### src/rtl/trap_pkg.sv
// Shared types and constants for the machine-mode trap sequencer.
package trap_pkg;

  typedef enum logic [1:0] {
    IDLE   = 2'd0,
    FLUSH  = 2'd1,
    SAVE   = 2'd2,
    VECTOR = 2'd3
  } trap_state_t;

  localparam logic [31:0] MCAUSE_MEI = 32'h8000_000B;
  localparam logic [31:0] MCAUSE_MTI = 32'h8000_0007;
  localparam int unsigned CODE_MEI   = 11;
  localparam int unsigned CODE_MTI   = 7;
  localparam int unsigned CODE_W     = 4;

endpackage

### src/rtl/trap_sequencer_irq_sync.sv
// Multi-flop synchroniser for one interrupt line; emits either the
// synchronised level or a one-cycle pulse on its rising edge.
module irq_sync #(
  parameter int unsigned SYNC_STAGES = 2,
  parameter bit          EDGE_DETECT = 1'b0
) (
  input  logic clock,
  input  logic reset,
  input  logic i_async,
  output logic o_out
);

  logic [SYNC_STAGES-1:0] r_sync;
  logic                   r_prev;
  logic                   w_level;

  assign w_level = r_sync[SYNC_STAGES-1];

  always_ff @(posedge clock or posedge reset) begin
    if (reset) begin
      r_sync <= '0;
      r_prev <= 1'b0;
    end else begin
      r_sync <= {r_sync[SYNC_STAGES-2:0], i_async};
      r_prev <= w_level;
    end
  end

  assign o_out = EDGE_DETECT ? (w_level & ~r_prev) : w_level;

endmodule

### src/rtl/trap_sequencer.sv
// Machine-mode interrupt entry / mret sequencer for the three-stage pipeline.
// Optional build macro TRAP_VECTORED_EN enables vectored mtvec mode (mtvec[1:0]==2'b01).
module trap_sequencer
  import trap_pkg::*;
#(
  parameter int unsigned XLEN        = 32,
  parameter int unsigned SYNC_STAGES = 2
) (
  input  logic            clock,
  input  logic            reset,
  input  logic            ext_irq,
  input  logic            tmr_irq,
  input  logic            mstatus_mie,
  input  logic            mstatus_mpie,
  input  logic            mie_meie,
  input  logic            mie_mtie,
  input  logic [XLEN-1:0] mtvec,
  input  logic [XLEN-1:0] mepc,
  input  logic [XLEN-1:0] epc_in,
  input  logic            mret_valid,
  input  logic            stall_in,
  output logic            flush,
  output logic            redirect,
  output logic [XLEN-1:0] redirect_pc,
  output logic            csr_we,
  output logic [XLEN-1:0] mepc_wdata,
  output logic [XLEN-1:0] mcause_wdata,
  output logic            mstatus_mie_wdata,
  output logic            mstatus_mpie_wdata,
  output logic            busy
);

  trap_state_t       r_state;
  trap_state_t       w_next;
  logic              r_ext_pend;
  logic              r_cause_ext;
  logic [XLEN-1:0]   r_epc;

  logic              w_ext_rise;
  logic              w_tmr_pend;
  logic              w_take_ext;
  logic              w_take;
  logic              w_latch;
  logic              w_clr_ext;
  logic [CODE_W-1:0] w_code;
  logic [XLEN-1:0]   w_cause_val;
  logic [XLEN-1:0]   w_base;
  logic [XLEN-1:0]   w_target;
  logic              w_unused;

  irq_sync #(.SYNC_STAGES(SYNC_STAGES), .EDGE_DETECT(1'b1)) u_ext_sync (
    .clock   (clock),
    .reset   (reset),
    .i_async (ext_irq),
    .o_out   (w_ext_rise)
  );

  irq_sync #(.SYNC_STAGES(SYNC_STAGES), .EDGE_DETECT(1'b0)) u_tmr_sync (
    .clock   (clock),
    .reset   (reset),
    .i_async (tmr_irq),
    .o_out   (w_tmr_pend)
  );

  // External wins over timer when both are enabled and pending.
  assign w_take_ext  = r_ext_pend & mie_meie;
  assign w_take      = mstatus_mie & (w_take_ext | (w_tmr_pend & mie_mtie)) & ~stall_in;

  assign w_code      = r_cause_ext ? CODE_W'(CODE_MEI) : CODE_W'(CODE_MTI);
  assign w_cause_val = {1'b1, (XLEN-1)'(w_code)};
  assign w_base      = {mtvec[XLEN-1:2], 2'b00};

`ifdef TRAP_VECTORED_EN
  assign w_target = (mtvec[1:0] == 2'b01) ? (w_base + (XLEN'(w_code) << 2)) : w_base;
  assign w_unused = 1'b0;
`else
  assign w_target = w_base;
  assign w_unused = ^mtvec[1:0];
`endif

  always_ff @(posedge clock or posedge reset) begin
    if (reset) begin
      r_state     <= IDLE;
      r_ext_pend  <= 1'b0;
      r_cause_ext <= 1'b0;
      r_epc       <= '0;
    end else begin
      r_state    <= w_next;
      // A fresh edge during the clearing cycle keeps the request pending.
      r_ext_pend <= w_ext_rise | (r_ext_pend & ~w_clr_ext);
      if (w_latch) begin
        r_cause_ext <= w_take_ext;
        r_epc       <= epc_in;
      end
    end
  end

  always_comb begin
    w_next             = r_state;
    flush              = 1'b0;
    redirect           = 1'b0;
    redirect_pc        = '0;
    csr_we             = 1'b0;
    mepc_wdata         = '0;
    mcause_wdata       = '0;
    mstatus_mie_wdata  = 1'b0;
    mstatus_mpie_wdata = 1'b0;
    busy               = 1'b0;
    w_latch            = 1'b0;
    w_clr_ext          = 1'b0;
    case (r_state)
      IDLE: begin
        // mret takes precedence; a pending interrupt re-evaluates next cycle.
        if (mret_valid && !reset) begin
          redirect           = 1'b1;
          redirect_pc        = mepc;
          csr_we             = 1'b1;
          mstatus_mie_wdata  = mstatus_mpie;
          mstatus_mpie_wdata = 1'b1;
        end else if (w_take) begin
          w_latch = 1'b1;
          w_next  = FLUSH;
        end
      end
      FLUSH: begin
        flush  = 1'b1;
        busy   = 1'b1;
        w_next = SAVE;
      end
      SAVE: begin
        csr_we             = 1'b1;
        mepc_wdata         = r_epc;
        mcause_wdata       = w_cause_val;
        mstatus_mie_wdata  = 1'b0;
        mstatus_mpie_wdata = mstatus_mie;
        busy               = 1'b1;
        w_next             = VECTOR;
      end
      VECTOR: begin
        redirect    = 1'b1;
        flush       = 1'b1;
        redirect_pc = w_target;
        busy        = 1'b1;
        w_clr_ext   = r_cause_ext;
        w_next      = IDLE;
      end
      default: w_next = IDLE;
    endcase
  end

endmodule
### config.mk
export PLATFORM = sky130hd
export DESIGN_NAME = trap_sequencer
export DESIGN_NICKNAME = d
export VERILOG_FILES = /design/src/rtl/trap_pkg.sv /design/src/rtl/trap_sequencer_irq_sync.sv /design/src/rtl/trap_sequencer.sv
export SDC_FILE = /design/constraint.sdc
export NUM_CORES = 1
export LEC_CHECK = 0
export CAP_MARGIN = 20
export CORE_UTILIZATION = 33
export DETAILED_ROUTE_END_ITERATION = 7
export PLACE_DENSITY = 0.82
export SLEW_MARGIN = 20
export SYNTH_ARGS = -nofsm -noshare
export SYNTH_HDL_FRONTEND = slang
export SYNTH_SLANG_ARGS = --single-unit
### constraint.sdc
create_clock -name clock -period 1.67 [get_ports clock]
set_input_delay 0.167 -clock clock [delete_from_list [all_inputs] [get_ports clock]]
set_output_delay 0.167 -clock clock [all_outputs]
set_load 0.05 [all_outputs]
=== Word-level counts from Yosys, hierarchy flattened ===
Index checks and enable logic that the tools add are counted.

* Bits in registers: 41
* Input port bits: 106
* Output and inout bits: 102
* Logic and storage cells: 49

* Mux-type cells: 20
* Reduce and logical (&&, ||, !) cells: 6
* Bitwise logic cells: 11
* Eq/ne operators: 5

{| class="wikitable"
|+ Operator list
! operator !! count
|-
| 32-bit 2-to-1 mux || 3
|-
| 32-bit one-hot mux with 2 select lines || 1
|-
| 1-bit 2-to-1 mux || 9
|-
| 2-bit one-hot mux with 4 select lines || 1
|-
| 1-bit AND || 6
|-
| 1-bit one-hot mux with 2 select lines || 3
|-
| 2-bit == test, second input constant || 2
|-
| 2-bit 2-to-1 mux || 2
|-
| 4-bit 2-to-1 mux || 1
|-
| 2-bit inequality test, second input constant || 2
|-
| 1-bit NOT || 3
|-
| 3-bit OR reduction || 1
|-
| 2-bit by 1-bit == test with 1-bit output, second input constant || 1
|-
| 2-bit logical NOT || 1
|-
| 1-bit OR || 2
|-
| 2-bit AND reduction || 1
|-
| 2-bit OR reduction || 1
|-
| 1-bit logical AND || 1
|-
| 1-bit logical NOT || 1
|}

=== Depth between registers and ports, before layout ===
* Depth in word-level cells: 7
* Mapped depth: 6
* Gate-level depth less buffers: 5

=== Modules after synthesis ===
A second synthesis with hierarchy kept.

* Cells, all modules: 217
* Area, all modules: 2531.2 um^2

{| class="wikitable"
|+ By module, submodules not included
! module !! sequential area each (um^2) !! times used !! cells each !! area each (um^2)
|-
| trap_sequencer || 900.9 || 1 || 209 || 2384.8
|-
| irq_sync (u_ext_sync) || 75.1 || 1 || 5 || 92.6
|-
| irq_sync (u_tmr_sync) || 50.0 || 1 || 3 || 53.8
|}

=== Worst setup path after synthesis ===
No wires, ideal clock.

* Kind: reg2out
* From: register r_state[0]
* To: output port mcause_wdata[2]
* Buffers on the path: 0
* Data required time: 1.503 ns
* Slack: -0.371 ns
* Cell stages (with the launch flop): 4
* Arrival: 1.874 ns
* Path through: dfrtp_1 > inv_1 > ha_1 > nor2b_1

* Longest elaborated chain between the ends: 2

{| class="wikitable"
|+ RTL lines
! element !! RTL line !! source
|-
| from (decl) || trap_sequencer.sv:33 || <nowiki>trap_state_t r_state;</nowiki>
|-
| from (signal assigned) || trap_sequencer.sv:88 || <nowiki>r_state <= w_next;</nowiki>
|-
| 2-bit == test || trap_sequencer.sv:111 || <nowiki>case (r_state)</nowiki>
|-
| 32-bit 2-to-1 mux || trap_sequencer.sv:111 ||
|-
| to (decl) || trap_sequencer.sv:27 || <nowiki>output logic [XLEN-1:0] mcause_wdata,</nowiki>
|}

No other way between the ends.

=== Worst setup path in the final report ===
* From: register r_state[1]
* To: output port redirect_pc[11]

* Longest elaborated chain between the ends: 2
* Elaborated cells between the ends (all ways): 3
* Those cells by class: eq/ne: 1; mux: 1; reduce/logical: 1

{| class="wikitable"
|+ RTL lines
! element !! RTL line !! source
|-
| 2-bit == test / 2-bit logical NOT (equally long branches) || trap_sequencer.sv:111 ||
|-
| 32-bit one-hot mux with 2 select lines (*) || trap_sequencer.sv:111 ||
|-
| to (decl) || trap_sequencer.sv:24 || <nowiki>output logic [XLEN-1:0] redirect_pc,</nowiki>
|}

Mark *: on every way between the ends. The rest lies on a longest branch, timed or not.

==> results.txt <==
status: complete, but fails checks
violated checks: negative setup slack
asr flop ratio synth: 100%
FF+latch count, synth: 41
port bufs: 178
final core utilization: 84.3%
CTS buffer count: 5
Root Driver: clkbuf_8
# clock sinks: 41
flop-to-flop setup slack: 10 ps
synthesized area per cell: 11.6 um2
hpwl dp: 7330 um
RSZ-0062 raised after global routing: yes
Reg area: 1030 um2
final net count: 543
most area-consuming cells after synthesis: dfrtp_1, mux2_4, a22o_1
starting density of the core: 34.5%
commonest cells in the netlist: dfrtp_1, and2_1, buf_4, a22o_1, mux2_4
drt drc: 0
worst path cell trace: inv_2 > ha_4 > nand3b_1 > nor2_4 > buf_12 > buf_12 > a22o_4 > buf_12
gpl congestion: 0.747
clock latency on the worst-skew pair: 300 ps
Die H: 89.3 um
WP data required: 1500 ps
CTS max path bufs: 2
multi-input logic area: 1690 um2
fmax: 0.500 GHz
most frequent cell after synthesis: dfrtp_1
Slew Viols, Final: 0
post-route antenna net violation count: 0
Die W: 89.3 um
slowest cell delay on critical path: 410 ps
final worst slack: -329 ps
Yosys warning count: 0
synthesis-to-finish area growth: 144%
pwr dens: 1990 nW/um2
detailed-route vias per instance: 4.72
worst-case reg-to-reg path depth: 7
layout cells sized above 1: 56.2%
Hold Crit Endpoint: u_tmr_sync.r_sync[0]
io pins: 208
startpoint types: flop
overall routing resource usage: 26.2%
Core Area: 7290 um2
Vias: 2518
Min-Delay Path Class: input pin to flop
first-pass GRT wire length: 15100 um
post-synth top area share: 40.8%
Worst VDD drop: 1.06 mV
most used cell, CP: buf_12
clock slew at reported path FFs: 90 ps
crit path launch: r_state[1]
Synth cell types: 25
reg2reg start: r_state[1]
crit path capture type: output port
vias in the first global route: 2683
row count: 31
die area: 7970 um2
sequential area share after synthesis: 40.8%
final setup violating endpoints: 74
initial antenna violation count: 1
Min Clock Period, post-route: 2000 ps
Setup Skew: 11.4 ps
Max FO, Critical Path: 11
DRT iter0 DRCs: 106
# fillers: 366
Cell Area, Synth: 2510 um2
dominant cell type by area after synthesis: dfrtp_1
ratio of final minimum period to clock period: 120%
HP Start: tmr_irq
largest net degree at the start of global routing: 26
dpl ws: -494 ps
Post-Syn Instances: 216
Hold Vio Cnt, Final: 0
DR WL/cell: 20.6 um
worst rel slew slack: 55.8%
grt ovf: 0
CTS tree: done
number of synthesized flops with an enable pin: 0
Max-Cap Viols: 0
Worst-Margin Slew: 659 ps
Hold Path Depth: 1
crit path kind: flop to output port
Lkg Pwr: 2.85 nW
top_reg_cell synth: dfrtp_1
final WL: 11000 um
Critical Path AT: 1830 ps
worst r2r dst: r_epc[11]
H-tree lvl count: 2
Pre-antenna DRT Iters: 4
Slowest cell on crit path: dfrtp_1
Hold Buf Count CTS: 0
-- registers in the layout, indices dropped and copies added (netlist names) --
register / cells
r_cause_ext: 1
r_epc: 32
r_ext_pend: 1
r_state: 2
u_ext_sync.r_prev: 1
u_ext_sync.r_sync: 2
u_tmr_sync.r_sync: 2
-- how the worst max path moves through the flow --
stage,depth (start not counted),end
after floorplan,5,redirect_pc[27]
after global placement,5,redirect_pc[4]
after detailed placement,5,redirect_pc[8]
after CTS,8,redirect_pc[11]
after global routing,8,redirect_pc[11]
final,8,redirect_pc[11]
-- timing repair --
action	in CTS	in global routing
setup buffers	14	8
pin swaps	3	1
setup endpoints to repair	71	74
gates resized for setup	49	33
endpoints found under the hold margin	0	0
cloned	7	0
-- per-layer routing --
metal	up-vias	routed length (um)	track usage (%)
met1	1244	3820	27.6
met5	-	0	0
met3	23	788	6.46
met4	0	332	11.1
li1	1123	-	-
met2	128	6070	49.5
-- layout by cell type, fill, tap and decap left out, types with 2 or more instances in the layout --
cell type and n:
buf_8 3, nand2_1 3, clkdlybuf4s50_1 103, buf_12 85
nor2b_4 3, ha_4 4, inv_1 5, inv_2 2
conb_1 27, a22o_2 8, a31oi_1 2, dfrtp_1 41
nor2_4 3, buf_16 5, clkbuf_8 5, buf_6 10
buf_4 18, mux2_4 32, and2_4 34, or2_4 2
a22o_4 23
-- critical path, delay by kind of cell (launching register included) --
| kind | cells | cell delay, ps |
|---|---|---|
| AO/OA/AOI/OAI | 1 | 120 |
| adder cells (fa/ha/maj) | 1 | 140 |
| buffers and inverters | 4 | 510 |
| flip-flops | 1 | 410 |
| AND/OR/NAND/NOR | 2 | 330 |
-- metrics by stage --
stage | cells | total power (W) | hold WS, ps | setup TNS (ps) | area [um2]
global route | 534 | 0.0126 | 302 | -19460 | 6140
finish | 534 | 0.0122 | 306 | -16020 | 6140
CTS | 527 | 0.0118 | 300 | -14130 | 5990
floorplan | 242 | 0.00598 | 198 | -687 | 2850
global placement | 499 | 0.00958 | 336 | -12840 | 5440
detailed placement | 499 | 0.00973 | 336 | -14000 | 5440
-- final cells by class --
class | instances | area share (%)
Inverter | 8 | 0.489
Antenna cell | 1 | 0.0407
Tap cell | 99 | 2.02
Clock inverter | 2 | 0.631
Sequential cell | 41 | 16.7
Timing Repair Buffer | 224 | 51.5
Clock buffer | 6 | 1.18
Multi-Input combinational cell | 153 | 27.5
-- where the power goes --
group          switching, W  internal, W  leakage (nW)
Sequential         0.000299      0.00143         0.494
Combinational       0.00450      0.00517          2.30
Clock              0.000358     0.000449        0.0554
-- logic make-up (layout without fill, tap and decap cells) --
family          after synthesis  count (layout)  share of synthesized area (%)
flops                        41              41                           40.8
fa+ha+maj                     4               4                           1.99
other cells                   1              28                          0.149
compound gates               35              35                           11.7
simple gates                 52              53                           12.8
buf+inv                      49             240                           13.0
mux                          34              34                           19.5
(Power assumes the default switching activity.)
